==> src/rtl/proc_cmd_receiver_if.sv <==
// Issuer-to-processor command handshake bundle.
// master = issuer side, slave = per-processor receiver.
interface proc_cmd_receiver_if #(
  parameter int INSTR_W = 30
) ();
  logic               i_en;
  logic               i_valid;
  logic [INSTR_W-1:0] i_instr;
  logic               o_ack;
  logic               o_busy;
  logic               o_finish;
  logic               i_finish_ack;
  logic               o_err;

  modport master (
    output i_en,
    output i_valid,
    output i_instr,
    output i_finish_ack,
    input  o_ack,
    input  o_busy,
    input  o_finish,
    input  o_err
  );

  modport slave (
    input  i_en,
    input  i_valid,
    input  i_instr,
    input  i_finish_ack,
    output o_ack,
    output o_busy,
    output o_finish,
    output o_err
  );
endinterface

==> src/rtl/proc_cmd_receiver.sv <==
// Per-processor command receiver: collects LD, LD, INFO,
// launches the datapath and holds finish until acknowledged.
module proc_cmd_receiver #(
  parameter int ADDR_W  = 16,
  parameter int COUNT_W = 8,
  parameter int FN_W    = 4,
  parameter int OPC_W   = 2
) (
  input  logic               i_clk,
  input  logic               i_rst,
  proc_cmd_receiver_if.slave iss,
  output logic               o_start,
  output logic [ADDR_W-1:0]  o_addr0,
  output logic [ADDR_W-1:0]  o_addr1,
  output logic [COUNT_W-1:0] o_count,
  output logic [FN_W-1:0]    o_fn,
  output logic [ADDR_W-1:0]  o_wr_addr,
  input  logic               i_done
);

  localparam int PAYLOAD_W = COUNT_W + FN_W + ADDR_W;
  localparam int INSTR_W   = OPC_W + PAYLOAD_W;

  localparam logic [OPC_W-1:0] INSTR_LD   = OPC_W'(1);
  localparam logic [OPC_W-1:0] INSTR_INFO = OPC_W'(2);

  typedef enum logic [2:0] {
    S_IDLE,
    S_RX_LD0,
    S_RX_LD1,
    S_RX_INFO,
    S_EXEC,
    S_FINISH
  } state_e;

  state_e state_q, state_d;

  logic ack_q, ack_d;
  logic err_q, err_d;
  logic start_q, start_d;
  logic busy_q, busy_d;
  logic finish_q, finish_d;

  logic [ADDR_W-1:0]  addr0_q, addr0_d;
  logic [ADDR_W-1:0]  addr1_q, addr1_d;
  logic [COUNT_W-1:0] count_q, count_d;
  logic [FN_W-1:0]    fn_q, fn_d;
  logic [ADDR_W-1:0]  wr_q, wr_d;

  logic [OPC_W-1:0]   opc;
  logic [ADDR_W-1:0]  f_addr;
  logic [COUNT_W-1:0] f_count;
  logic [FN_W-1:0]    f_fn;
  logic               is_ld;
  logic               is_info;

  // Field slices of the incoming instruction word.
  assign opc     = iss.i_instr[INSTR_W-1 -: OPC_W];
  assign f_addr  = iss.i_instr[ADDR_W-1:0];
  assign f_fn    = iss.i_instr[ADDR_W+FN_W-1 -: FN_W];
  assign f_count = iss.i_instr[PAYLOAD_W-1 -: COUNT_W];
  assign is_ld   = iss.i_valid && (opc == INSTR_LD);
  assign is_info = iss.i_valid && (opc == INSTR_INFO);

  // Next-state and next-output decode for the command FSM.
  always_comb begin
    state_d = state_q;
    ack_d   = 1'b0;
    err_d   = 1'b0;
    start_d = 1'b0;
    addr0_d = addr0_q;
    addr1_d = addr1_q;
    count_d = count_q;
    fn_d    = fn_q;
    wr_d    = wr_q;
    unique case (state_q)
      S_IDLE: begin
        err_d = iss.i_valid;
        if (iss.i_en) state_d = S_RX_LD0;
      end
      S_RX_LD0: begin
        if (is_ld) begin
          addr0_d = f_addr;
          ack_d   = 1'b1;
          state_d = S_RX_LD1;
        end else begin
          err_d = iss.i_valid;
        end
      end
      S_RX_LD1: begin
        if (is_ld) begin
          addr1_d = f_addr;
          ack_d   = 1'b1;
          state_d = S_RX_INFO;
        end else begin
          err_d = iss.i_valid;
        end
      end
      S_RX_INFO: begin
        if (is_info) begin
          count_d = f_count;
          fn_d    = f_fn;
          wr_d    = f_addr;
          ack_d   = 1'b1;
          if (f_count != '0) begin
            start_d = 1'b1;
            state_d = S_EXEC;
          end else begin
            state_d = S_FINISH;
          end
        end else begin
          err_d = iss.i_valid;
        end
      end
      S_EXEC: begin
        err_d = iss.i_valid;
        if (i_done) state_d = S_FINISH;
      end
      S_FINISH: begin
        err_d = iss.i_valid;
        if (iss.i_finish_ack) state_d = S_IDLE;
      end
      default: state_d = S_IDLE;
    endcase
    busy_d   = (state_d != S_IDLE);
    finish_d = (state_d == S_FINISH);
  end

  // State, handshake outputs and descriptor registers.
  always_ff @(posedge i_clk) begin
    if (i_rst) begin
      state_q  <= S_IDLE;
      ack_q    <= 1'b0;
      err_q    <= 1'b0;
      start_q  <= 1'b0;
      busy_q   <= 1'b0;
      finish_q <= 1'b0;
      addr0_q  <= '0;
      addr1_q  <= '0;
      count_q  <= '0;
      fn_q     <= '0;
      wr_q     <= '0;
    end else begin
      state_q  <= state_d;
      ack_q    <= ack_d;
      err_q    <= err_d;
      start_q  <= start_d;
      busy_q   <= busy_d;
      finish_q <= finish_d;
      addr0_q  <= addr0_d;
      addr1_q  <= addr1_d;
      count_q  <= count_d;
      fn_q     <= fn_d;
      wr_q     <= wr_d;
    end
  end

  assign iss.o_ack    = ack_q;
  assign iss.o_err    = err_q;
  assign iss.o_busy   = busy_q;
  assign iss.o_finish = finish_q;
  assign o_start      = start_q;
  assign o_addr0      = addr0_q;
  assign o_addr1      = addr1_q;
  assign o_count      = count_q;
  assign o_fn         = fn_q;
  assign o_wr_addr    = wr_q;

endmodule

==> src/flat_wrapper.sv <==
// flat-port wrapper written by rule: the top's interface ports become plain ports
module proc_cmd_receiver_flat 
#(
  parameter int ADDR_W  = 16,
  parameter int COUNT_W = 8,
  parameter int FN_W    = 4,
  parameter int OPC_W   = 2
)
  (i_clk, i_rst, o_start, o_addr0, o_addr1, o_count, o_fn, o_wr_addr, i_done, iss_i_en, iss_i_valid, iss_i_instr, iss_i_finish_ack, iss_o_ack, iss_o_busy, iss_o_finish, iss_o_err);
  proc_cmd_receiver_if #(.INSTR_W((30))) iss_i ();
  input  logic i_clk;
  input  logic i_rst;
  output logic o_start;
  output logic [ADDR_W-1:0] o_addr0;
  output logic [ADDR_W-1:0] o_addr1;
  output logic [COUNT_W-1:0] o_count;
  output logic [FN_W-1:0] o_fn;
  output logic [ADDR_W-1:0] o_wr_addr;
  input  logic i_done;
  input wire logic [$bits(iss_i.i_en)-1:0] iss_i_en;
  input wire logic [$bits(iss_i.i_valid)-1:0] iss_i_valid;
  input wire logic [$bits(iss_i.i_instr)-1:0] iss_i_instr;
  input wire logic [$bits(iss_i.i_finish_ack)-1:0] iss_i_finish_ack;
  output wire logic [$bits(iss_i.o_ack)-1:0] iss_o_ack;
  output wire logic [$bits(iss_i.o_busy)-1:0] iss_o_busy;
  output wire logic [$bits(iss_i.o_finish)-1:0] iss_o_finish;
  output wire logic [$bits(iss_i.o_err)-1:0] iss_o_err;
  assign iss_i.i_en = iss_i_en;
  assign iss_i.i_valid = iss_i_valid;
  assign iss_i.i_instr = iss_i_instr;
  assign iss_i.i_finish_ack = iss_i_finish_ack;
  assign iss_o_ack = iss_i.o_ack;
  assign iss_o_busy = iss_i.o_busy;
  assign iss_o_finish = iss_i.o_finish;
  assign iss_o_err = iss_i.o_err;
  proc_cmd_receiver #(.ADDR_W(ADDR_W), .COUNT_W(COUNT_W), .FN_W(FN_W), .OPC_W(OPC_W)) u_core (.i_clk(i_clk), .i_rst(i_rst), .iss(iss_i), .o_start(o_start), .o_addr0(o_addr0), .o_addr1(o_addr1), .o_count(o_count), .o_fn(o_fn), .o_wr_addr(o_wr_addr), .i_done(i_done));
endmodule
==> config.mk <==
export PLATFORM = sky130hd
export DESIGN_NAME = proc_cmd_receiver_flat
export DESIGN_NICKNAME = d
export VERILOG_FILES = /design/src/rtl/proc_cmd_receiver_if.sv /design/src/rtl/proc_cmd_receiver.sv /design/src/flat_wrapper.sv
export SDC_FILE = /design/constraint.sdc
export NUM_CORES = 1
export LEC_CHECK = 0
export ABC_CLOCK_PERIOD_IN_PS = 1950
export BUFFER_PORTS_ARGS = -buffer_cell sky130_fd_sc_hd__buf_2
export CAP_MARGIN = 15
export CORE_ASPECT_RATIO = 1.2
export CORE_MARGIN = 1.5
export CORE_UTILIZATION = 46
export CTS_CLUSTER_DIAMETER = 150
export DETAILED_ROUTE_END_ITERATION = 10
export PLACE_DENSITY_LB_ADDON = 0.3
export SLEW_MARGIN = 20
export SYNTH_ARGS = -nofsm -noshare
export SYNTH_HDL_FRONTEND = slang
export SYNTH_SLANG_ARGS = --single-unit
==> constraint.sdc <==
create_clock -name i_clk -period 1.95 [get_ports i_clk]
set_clock_uncertainty 0.1 [all_clocks]
set_input_delay 0.0975 -clock i_clk [delete_from_list [all_inputs] [get_ports i_clk]]
set_output_delay 0.0975 -clock i_clk [all_outputs]
set_load 0.02 [all_outputs]
Word level (Yosys, flattened, before mapping)
Index checks and enable logic that the tools add are counted.
{"block": "totals", "reg_bits": 68, "wordCells": 47, "input_bits": 36, "out_inout_bits": 65}
{"block": "classes", "muxes": 15, "eq_ne": 8, "bitwise_logic": 2, "n_reduce_logical": 11}
{"op": "$mux W3", "count": 6}
{"op": "$pmux W3 S6", "count": 1}
{"op": "$eq A3 B3 Y1 const B", "count": 3}
{"op": "$reduce_bool A8 Y1", "count": 1}
{"op": "$eq A3 B2 Y1 const B", "count": 2}
{"op": "$mux W1", "count": 6}
{"op": "$reduce_and A2 Y1", "count": 3}
{"op": "$reduce_or A3 Y1", "count": 2}
{"op": "$eq A3 B1 Y1 const B", "count": 1}
{"op": "$logic_not A3 Y1", "count": 1}
{"op": "$pmux W1 S3", "count": 1}
{"op": "$reduce_bool A3 Y1", "count": 1}
{"op": "$eq A2 B1 Y1 const B", "count": 1}
{"op": "$eq A2 B2 Y1 const B", "count": 1}
{"op": "$logic_and A1 B1 Y1", "count": 2}
{"op": "$not A1 Y1", "count": 2}
{"op": "$pmux W1 S2", "count": 1}
{"op": "$reduce_or A2 Y1", "count": 1}

Logic depth before layout (Yosys ltp)
{"block": "depth", "ltp_word": 5, "depth_mapped": 6, "depth_no_buf": 4}

Least setup slack after synthesis
No wires, ideal clock.
{"block": "synth_path", "path_type": "reg-to-reg", "start": "register u_core.state_q[2]", "end": "register u_core.addr0_q[10] (netlist: u_core.o_addr0[10])", "path_buffers": 2, "stages_incl_launch_ff": 7, "setup_time_ns": 0.128, "required_time_ns": 1.722, "slack_ns": 0.496, "synth_period_minus_slack_ns": 1.454, "arrival_ns": 1.227, "cell_sequence": "dfxtp_1 -> and4bb_1 -> nand3b_1 -> buf_4 -> buf_6 -> mux2i_1 -> nor2_1"}
{"block": "synth_between", "elab_chain_cells": 2}
{"element": "start: declaration", "line_no": "proc_cmd_receiver.sv:36", "rtl": "state_e state_q, state_d;"}
{"element": "start signal: assignment", "line_no": "proc_cmd_receiver.sv:144", "rtl": "state_q <= state_d;"}
{"element": "$eq A3 B1 Y1", "line_no": "proc_cmd_receiver.sv:76", "rtl": "unique case (state_q)"}
{"element": "$reduce_and A2 Y1 (no line)"}
{"element": "end signal: assignment", "line_no": "proc_cmd_receiver.sv:150", "rtl": "addr0_q <= addr0_d;"}
{"element": "end: declaration", "line_no": "proc_cmd_receiver.sv:44", "rtl": "logic [ADDR_W-1:0] addr0_q, addr0_d;"}
Every way passes these cells.
A chain may end at the register's enable or synchronous reset.

Worst setup path after layout
{"block": "layout_path", "start": "register u_core.state_q[0]", "end": "register u_core.busy_q (netlist: u_core.iss.o_busy)"}
{"block": "layout_between", "elab_chain_cells": 3, "elab_cells_between_ends": 14, "cone_classes": "eq/ne: 5; mux: 7; reduce/logical: 2"}
{"element": "$eq A3 B3 Y1 (tied with other cells)", "line_no": "proc_cmd_receiver.sv:76"}
{"element": "$pmux W3 S6 *", "line_no": "proc_cmd_receiver.sv:76"}
{"element": "$reduce_bool A3 Y1 *", "line_no": "proc_cmd_receiver.sv:125", "rtl": "busy_d = (state_d != S_IDLE);"}
{"element": "end signal: assignment", "line_no": "proc_cmd_receiver.sv:148", "rtl": "busy_q <= busy_d;"}
{"element": "end: declaration", "line_no": "proc_cmd_receiver.sv:41", "rtl": "logic busy_q, busy_d;"}
Mark *: on every way between the ends. The rest lies on a longest branch, timed or not.

==> impl_metrics.ini <==
[outcome]
outcome = completed

[timing]
post-route-period-util_pct = 91.0
rsz0062_at_grt = no
whs_ns = 0.0487
fin_tns_setup_ns = 0
drv_slew = 0
slew_headroom_pct = 68.4
setup_viol = 0
clock.fmax_mhz = 563
worstMarginPinSlew_ns = 0.474
hold_viol_final = 0
period_needed_ns = 1.78

[global_route]
top_usage_layer = met2
met1_usage_pct = 24.1
grt_pass1_vias = 2361
grt-ovfl-total = 0
gr-usage-all-layers_pct = 22.0
grtUsageMet2_pct = 39.4
use_met3_pct = 5.23
grt_max_degree = 43
grt_pass1_wl_um = 10500
antenna_found_initial = 0

[logic_synthesis]
synth-seq-cells = 68
synth_edf_count = 0
synth.area.top_cells = dfxtp_1, mux2i_1, nand2_1
syn_area_um2 = 2580
synth_nets = 313
yosys_warnings = 0
ys.flop_type = dfxtp_1
post_synth_xor_area_fraction_pct = 0
async_reset_ff_share_pct = 0
synth_top_area_share_pct = 52.8
synthSimpleGateAreaFrac_pct = 19.8
ys_seq_area_share_pct = 52.8
synthAdderAreaFrac_pct = 0
syn_avg_cell_area_um2 = 9.30
synthMuxAreaShare_pct = 12.4
synth-compound-area-share_pct = 10.4
synthCells = 277
ys_types = 33
synth_top_cells_by_count = dfxtp_1, nand2_1, nor2_1
synth_top_family_by_area = simple AND/OR/NAND/NOR gates
synth_top_cell_by_area = dfxtp_1
synth_most_common_cell = dfxtp_1

[die]
rows = 29
die-area_um2 = 6060
num_io_pins = 101
die_w_um = 71.3
coreArea_um2 = 5330
die_y_um = 85
start_util_pct = 48.3

[cells_and_area]
seqCellArea_um2 = 1360
nNetsFinal = 443
fillers = 446
diodes = 0
drive_gt1_share_pct = 31.5
multi_input_area_um2 = 1100
area_growth_syn_to_layout_pct = 39.2

[clocking]
root_buffer = clkbuf_8
clock_sinks = 68
clk_path_buf_depth = 2
clock_latency_ns = 0.32
clk_pin_slew_worst_paths_ns = 0.06
tritoncts = yes
cts_buffers = 9
cts_resized = 0
htree_levels = 3

[drt]
avgRoutedWirePerCell_um = 13.7
route.vias.total = 2353
avgViaCountPerCell = 5.00
drtIter0Drc = 127
detail-route-antenna-nets = 0
drtPass1Iterations = 4
route.detailed.drc = 0
wl_um = 6450

[critical_path]
slowest_stage = dfxtp_1
reg2reg_slack_ns = 0.17
critPathMaxFanout = 12
cp-start-kind = flip-flop
crit_path_end_kind = flip-flop
crit_required_ns = 2.04
critical_path_class = flip-flop to flip-flop
cp_cell_sequence = nand2_1 > o221a_1 > a2111oi_2 > a31oi_1
critical_path.max_stage_delay_ns = 0.59
cp.arrival_ns = 1.87

[power]
ir_drop_mv = 0.499
netSwitchingFraction_pct = 21.6
p_int_mw = 2.10
netSwitchingPower_uw = 579
comb_power_share_pct = 7.6
power_frac_clock_pct = 39.7
power_frac_seq_pct = 52.7
power_density_nw_per_um2 = 748
p_leak_nw = 1.86

[run]
drv_cap = 0

[placement]
placement.io_buffers = 100
gp_congestion = 0.809
hpwl_um = 4090

[hold_path]
min_path_type = input port to flip-flop
==> layer usage <==
metal	vias to the layer above	wire, µm
li1	1175	-
met1	1093	2680
met3	9	341
met5	-	0
met2	76	3340
met4	0	95
==> critical path, delay by kind of cell (launching register included) <==
kind               cells  cell delay [ns]
AOI/OAI and AO/OA      3             0.80
DFF                    1             0.59
and+or+nand+nor        1             0.16
==> sequential cells by signal, indices dropped and copies added (netlist names) <==
register             cells
u_core.o_wr_addr        16
u_core.o_addr1          16
u_core.o_start           1
u_core.o_count           8
u_core.iss.o_err         1
u_core.iss.o_busy        1
u_core.iss.o_ack         1
u_core.iss.o_finish      1
u_core.o_addr0          16
u_core.state_q           3
u_core.o_fn              4
==> layout by cell type, fill, tap and decap left out, drive strengths merged, types with 3 or more instances in the layout <==
| cell | instances |
|---|---|
| nor2 | 41 |
| a21oi | 29 |
| nand3b | 4 |
| nand2 | 58 |
| buf | 109 |
| inv | 3 |
| clkbuf | 10 |
| dfxtp | 68 |
| dlygate4sd3 | 29 |
| mux2i | 32 |
==> per-stage QoR <==
| stage | setup slack, ns | cells | power (mW) | instance area (µm²) | utilization, % |
|---|---|---|---|---|---|
| 5_1_grt | 0.0339 | 471 | 2.78 | 3590 | 67.3 |
| 3_3_place_gp | 0.253 | 429 | 1.60 | 3120 | 58.5 |
| 4_1_cts | 0.153 | 471 | 2.71 | 3590 | 67.3 |
| 6_report | 0.175 | 471 | 2.68 | 3590 | 67.3 |
| 3_5_place_dp | 0.175 | 429 | 1.60 | 3120 | 58.5 |
| 2_1_floorplan | 0.496 | 277 | 1.53 | 2580 | - |
==> power groups by stage <==
stage               registers (mW)  logic (mW)  clock network (mW)
floorplan                     1.45      0.0756                   0
global placement              1.45       0.156                   0
detailed placement            1.45       0.157                   0
CTS                           1.42       0.203                1.09
global route                  1.42       0.220                1.15
finish                        1.42       0.204                1.06
==> timing repair <==
| action | 4_1_cts | 5_1_grt |
|---|---|---|
| endpoints found under the hold margin | 62 | 0 |
| hold buffers | 29 | 0 |
| setup buffers | 0 | 0 |
==> cells by family (layout without fill, tap and decap cells) <==
| family | after synthesis | in the layout |
|---|---|---|
| AND/OR/NAND/NOR | 113 | 113 |
| AO/OA/AOI/OAI | 42 | 42 |
| flip-flops | 68 | 68 |
| buffers and inverters | 22 | 154 |
| multiplexers | 32 | 32 |
==> path summary, 6_finish.rpt <==
| path | start | to | cells after the start |
|---|---|---|---|
| worst max-delay path | u_core.state_q[0]$_SDFF_PP0_ | u_core.iss.o_busy$_SDFF_PP0_ | 4 |
| worst min-delay path | iss_i_valid | u_core.iss.o_err$_SDFF_PP0_ | 2 |
| worst max register to register | u_core.state_q[0]$_SDFF_PP0_ | u_core.iss.o_busy$_SDFF_PP0_ | 4 |
| worst min register to register | u_core.o_count[2]$_SDFFE_PP0P_ | u_core.o_count[2]$_SDFFE_PP0P_ | 2 |
==> area by class of cell <==
type / instances / share of cell area, %
clock buffer: 10 / 3.84
multi-input combinational: 187 / 30.7
inverter: 3 / 0.314
clock inverter: 3 / 1.12
timing repair buffer: 138 / 23.9
sequential: 68 / 37.9
tap: 62 / 2.16
Note: power is estimated with default switching activity, not from simulation.
